### config.mk
export PLATFORM = sky130hd
export DESIGN_NAME = uart_rx_sched
export DESIGN_NICKNAME = d
export VERILOG_FILES = /design/src/rtl/uart_pkg.sv /design/src/rtl/baud_tick_gen.sv /design/src/rtl/uart_rx_sched.sv
export SDC_FILE = /design/constraint.sdc
export NUM_CORES = 1
export LEC_CHECK = 0
export ABC_AREA = 0
export CAP_MARGIN = 20
export CORE_AREA = 3 3 74 76
export CTS_BUF_LIST = sky130_fd_sc_hd__clkbuf_16
export DETAILED_ROUTE_END_ITERATION = 7
export DIE_AREA = 0 0 77 79
export GPL_TIMING_DRIVEN = 0
export HOLD_SLACK_MARGIN = 0.15
export PLACE_DENSITY = 0.89
export SYNTH_ARGS = -nofsm -noshare
export SYNTH_HDL_FRONTEND = slang
export SYNTH_SLANG_ARGS = --single-unit
### constraint.sdc
create_clock -name i_clk -period 2.3 [get_ports i_clk]
set_clock_uncertainty 0.15 [all_clocks]
set_input_delay 0.46 -clock i_clk [delete_from_list [all_inputs] [get_ports i_clk]]
set_output_delay 0.46 -clock i_clk [all_outputs]
set_load 0.05 [all_outputs]
### src/rtl/uart_pkg.sv
// Shared UART receive-path definitions: scheduler state encoding and default word/oversample sizes.
package uart_pkg;

  localparam int unsigned SIZE_DATA_DEF = 16;
  localparam int unsigned OVER_SAMPLE   = 16;

  typedef logic [1:0] state_t;

  localparam state_t StIdle    = 2'd0;
  localparam state_t StCollect = 2'd1;
  localparam state_t StWaitAck = 2'd2;
  localparam state_t StError   = 2'd3;

endpackage

### src/rtl/baud_tick_gen.sv
// Free-running divider that emits one oversample tick every CLK_DIV clock cycles.
module baud_tick_gen #(
  parameter int unsigned CLK_DIV = 27
) (
  input  logic i_clk,
  input  logic i_rst_n,
  output logic o_stick
);

  localparam int unsigned DivW = $clog2(CLK_DIV);
  localparam logic [DivW-1:0] DivLast = DivW'(CLK_DIV - 1);

  logic [DivW-1:0] div_q, div_d;

  assign div_d   = (div_q == DivLast) ? '0 : div_q + 1'b1;
  assign o_stick = (div_q == DivLast);

  always_ff @(posedge i_clk or negedge i_rst_n) begin
    if (!i_rst_n) begin
      div_q <= '0;
    end else begin
      div_q <= div_d;
    end
  end

endmodule

### src/rtl/uart_rx_sched.sv
// Sequences the oversampling UART receiver into fixed-length decoder blocks.
// Define OVERRUN_HALT_EN to make a FIFO overrun abort collection into ERROR.
module uart_rx_sched
  import uart_pkg::*;
#(
  parameter int unsigned SIZE_DATA     = SIZE_DATA_DEF,
  parameter int unsigned CLK_DIV       = 27,
  parameter int unsigned BLOCK_LEN     = 64,
  parameter int unsigned TIMEOUT_TICKS = 4096
) (
  input  logic                             i_clk,
  input  logic                             i_rst_n,
  input  logic                             i_start,
  input  logic                             i_abort,
  input  logic                             i_rx_done,
  input  logic [SIZE_DATA-1:0]             i_rx_data,
  input  logic                             i_fifo_full,
  input  logic                             i_blk_ack,
  output logic                             o_stick,
  output logic                             o_rx_en,
  output logic                             o_fifo_wr,
  output logic [SIZE_DATA-1:0]             o_fifo_wdata,
  output logic                             o_blk_ready,
  output logic                             o_busy,
  output logic [$clog2(BLOCK_LEN+1)-1:0]   o_word_cnt,
  output logic                             o_overrun,
  output logic                             o_timeout
);

  localparam int unsigned CntW = $clog2(BLOCK_LEN + 1);
  localparam int unsigned ToW  = $clog2(TIMEOUT_TICKS + 1);
  localparam logic [CntW-1:0] CntFull = CntW'(BLOCK_LEN);
  localparam logic [ToW-1:0]  ToLast  = ToW'(TIMEOUT_TICKS - 1);
  localparam logic [ToW-1:0]  ToMax   = ToW'(TIMEOUT_TICKS);

  logic                 stick;
  state_t               state_q, state_d;
  logic [CntW-1:0]      cnt_q, cnt_d;
  logic [ToW-1:0]       to_q, to_d;
  logic                 overrun_q, overrun_d;
  logic                 timeout_q, timeout_d;
  logic                 wr_q, wr_d;
  logic [SIZE_DATA-1:0] wdata_q, wdata_d;

  baud_tick_gen #(
    .CLK_DIV(CLK_DIV)
  ) u_tick (
    .i_clk  (i_clk),
    .i_rst_n(i_rst_n),
    .o_stick(stick)
  );

  always_comb begin
    state_d   = state_q;
    cnt_d     = cnt_q;
    to_d      = to_q;
    overrun_d = overrun_q;
    timeout_d = timeout_q;
    wr_d      = 1'b0;
    wdata_d   = wdata_q;

    if (i_abort) begin
      // Sticky flags survive an abort; only the block count is dropped.
      state_d = StIdle;
      cnt_d   = '0;
    end else begin
      case (state_q)
        StIdle, StError: begin
          if (i_start) begin
            state_d   = StCollect;
            cnt_d     = '0;
            to_d      = '0;
            overrun_d = 1'b0;
            timeout_d = 1'b0;
          end
        end
        StCollect: begin
          if (cnt_q == CntFull) begin
            state_d = StWaitAck;
          end else if (i_rx_done) begin
            // A word arriving on the expiry tick still counts as activity.
            to_d = '0;
            if (i_fifo_full) begin
              overrun_d = 1'b1;
`ifdef OVERRUN_HALT_EN
              state_d   = StError;
`endif
            end else begin
              wr_d    = 1'b1;
              wdata_d = i_rx_data;
              cnt_d   = cnt_q + 1'b1;
            end
          end else if (stick) begin
            if (to_q != ToMax) begin
              to_d = to_q + 1'b1;
            end
            if (to_q >= ToLast) begin
              state_d   = StError;
              timeout_d = 1'b1;
            end
          end
        end
        StWaitAck: begin
          if (i_blk_ack) begin
            state_d = StIdle;
          end
        end
        default: state_d = StIdle;
      endcase
    end
  end

  always_ff @(posedge i_clk or negedge i_rst_n) begin
    if (!i_rst_n) begin
      state_q   <= StIdle;
      cnt_q     <= '0;
      to_q      <= '0;
      overrun_q <= 1'b0;
      timeout_q <= 1'b0;
      wr_q      <= 1'b0;
      wdata_q   <= '0;
    end else begin
      state_q   <= state_d;
      cnt_q     <= cnt_d;
      to_q      <= to_d;
      overrun_q <= overrun_d;
      timeout_q <= timeout_d;
      wr_q      <= wr_d;
      wdata_q   <= wdata_d;
    end
  end

  assign o_stick      = stick;
  assign o_rx_en      = (state_q == StCollect);
  assign o_blk_ready  = (state_q == StWaitAck);
  assign o_busy       = (state_q != StIdle);
  assign o_fifo_wr    = wr_q;
  assign o_fifo_wdata = wdata_q;
  assign o_word_cnt   = cnt_q;
  assign o_overrun    = overrun_q;
  assign o_timeout    = timeout_q;

endmodule
==> reports/qor.yml <==
grt_pass1_vias: 2202
placed_area_sq_um: 3030
synth_top_cell_by_area: "dfrtp_1"
synth_ff_type: "dfrtp_1"
yosysTopAreaCellShare: 0.4759
syn_to_final_growth_pct: 35.49
syn_area_sq_um: 2419
coreArea_sq_um: 4786
fin_worst_hold_slack_ns: 0.3290
dr_total_vias: 2299
status: "finished clean"
drive_gt1_frac: 0.1138
cts.path.max_buffers: 2
routedWlPerCell_microns: 15.21
tightest_slew_ns: 0.5358
antenna_found_initial: 0
synth_seq_cells: 46
maxCapViolations: 0
yosys-top-cells-area: "dfrtp_1, nand2_1, o21ai_0"
cp_data_required_time_ns: 2.34
synth_warnings: 0
cp_max_fo: 8
grt_max_degree: 30
drc: 0
final_nets: 365
multiInputGateArea_sq_um: 1204
hold_path.class: "reg2reg"
max_freq_mhz: 447.2
seqCellArea_sq_um: 1152
stdcell_count: 401
setup_tns_ns: 0
cts.sinks: 46
cp-end-kind: "flop"
pin_count: 53
syn_avg_cell_area_sq_um: 8.958
startpoint: "o_word_cnt[3]$_DFFE_PN0P_"
start_util: 0.5054
yosysUniqueCellTypes: 53
grt_usage: 0.2088
ir_drop_mv: 1.064
synth_nets: 302
netlist_instances: 270
dpl.hpwl_microns: 4016
h-tree-depth: 2
power.density_nw_per_um2: 1030
rr_startpoint: "o_word_cnt[3]$_DFFE_PN0P_"
rows: 25
fillCellCount: 358
period_needed_ns: 2.236
drtPass1Iterations: 5
rsz0062_at_grt: "no"
hold_start: "o_fifo_wdata[12]$_DFFE_PN0P_"
viasPerCell: 5.733
die_y_microns: 79
antenna_left: 0
dieArea_sq_um: 6083
start_kind: "flop"
routed_wirelength_microns: 6099
p_leak_nw: 1.503
power_mw: 3.376
clk_pin_slew_ns: 0.07
setup_viol: 0
insertion_delay_ns: 0.29
grt_pass1_wl_microns: 10300
dp_worst_setup_slack_ns: -0.2946
relSlewSlack: 0.6417
final_area_sq_um: 3277
cts_buffers: 5
gp_congestion: 0.8271
diodes: 0
fin_crit_sh: 0.9721
fin_util: 0.6847
crit_type: "reg2reg"
cts_tree: "yes"
overflow: 0
port-buffer-count: 51
hold_violations: 0
dp_cells: 389
yosysSeqAreaShare: 0.4759
clock-root-buffer: "clkbuf_16"
setup_slack_ns: 0.06410
die_w_microns: 77
worstPathArrival_ns: 2.27
drtIter0Drc: 177
ys_async_sr_fraction: 1.000
drv_slew: 0
synth-edff-count: 0
==> report_power, final <==
group | internal (mW) | switching, mW | total [mW]
clock | 0.515 | 0.315 | 0.830
combinational | 0.480 | 1.01 | 1.49
sequential | 0.969 | 0.0926 | 1.06
==> critical path, cell delays in order, from the launching register on <==
cell and delay (ns):
dfrtp_2 0.46, or4_1 0.51, buf_2 0.20, o211ai_4 0.34, nand2b_1 0.23, nor3_1 0.08
a21o_1 0.15
==> placed cells by master (no fill, tap or decap), types with 6 or more instances in the layout <==
master           netlist  routed
inv_1                 15      14
dfrtp_1               46      45
clkdlybuf4s50_1        0      45
nor2_1                14      13
o21ai_0               24      24
nand2_1               62      62
buf_4                  0       6
a31oi_1                8       8
nand3_1               14      14
a21oi_1               12      12
ha_1                   9       8
==> layer usage <==
layer  global-route usage  part of all wire  vias to the layer above
li1                     -                 -                     1087
met4              0.07829             0.018                        0
met5                    0                 0                        -
met3              0.06009             0.071                       14
met1               0.2620              0.41                     1097
met2               0.3441              0.50                      101
==> final timing paths <==
kind	end	slack, ns	cells after the start
max in group asynchronous	to_q[12]$_DFFE_PN0P_	1.01	3
min	o_fifo_wdata[12]$_DFFE_PN0P_	0.33	2
min in group asynchronous	o_timeout$_DFFE_PN0P_	0.50	2
max reg2reg	o_word_cnt[4]$_DFFE_PN0P_	0.06	6
min reg2reg	o_fifo_wdata[12]$_DFFE_PN0P_	0.33	2
max	o_word_cnt[4]$_DFFE_PN0P_	0.06	6
==> cell usage after synthesis (2+ instances only) <==
cell      instances
nand2_1          62
dfrtp_1          46
o21ai_0          24
inv_1            15
nand3_1          14
nor2_1           14
a21oi_1          12
ha_1              9
a31oi_1           8
nor3_1            5
buf_2             4
and3_1            3
clkbuf_1          3
nand4_1           3
o31ai_1           3
a21o_1            2
mux2i_1           2
nand2b_1          2
nor4_1            2
nor4b_1           2
o211ai_1          2
or3_1             2
==> repair_timing <==
action                     CTS  global route
gates resized for setup     11            17
setup endpoints to repair   17            21
buffers inserted             1             3
hold buffers                 1             0
gates cloned                 0             0
hold endpoints to repair    17             0
pin swaps                    1             1
==> final cells by class <==
type                    count  share of cell area
multi-input cells         199              0.3673
plain buffers               8             0.01451
repair buffers             57              0.1703
clock buffers               5             0.03818
clock inverters             3             0.01336
well taps                  67             0.02558
flip-flops and latches     46              0.3517
inverters                  16             0.01909
==> cell families (layout without fill, tap and decap cells) <==
| kind of cell | count (synthesis) | count (layout) | share of synthesized area |
|---|---|---|---|
| compound gates | 67 | 67 | 0.1847 |
| xor+xnor | 2 | 2 | 0.007244 |
| fa+ha+maj | 9 | 9 | 0.04656 |
| buf+inv | 25 | 89 | 0.04448 |
| flops | 46 | 46 | 0.4759 |
| mux | 3 | 3 | 0.01293 |
| simple gates | 118 | 118 | 0.2281 |
==> flip-flops by register name, summed over array words and instances (netlist names) <==
name and flops:
o_fifo_wdata 16, o_fifo_wr 1, o_overrun 1, o_timeout 1, o_word_cnt 7, state_q 2, to_q 13, u_tick.div_q 5
Note: power is estimated with default switching activity, not from simulation.
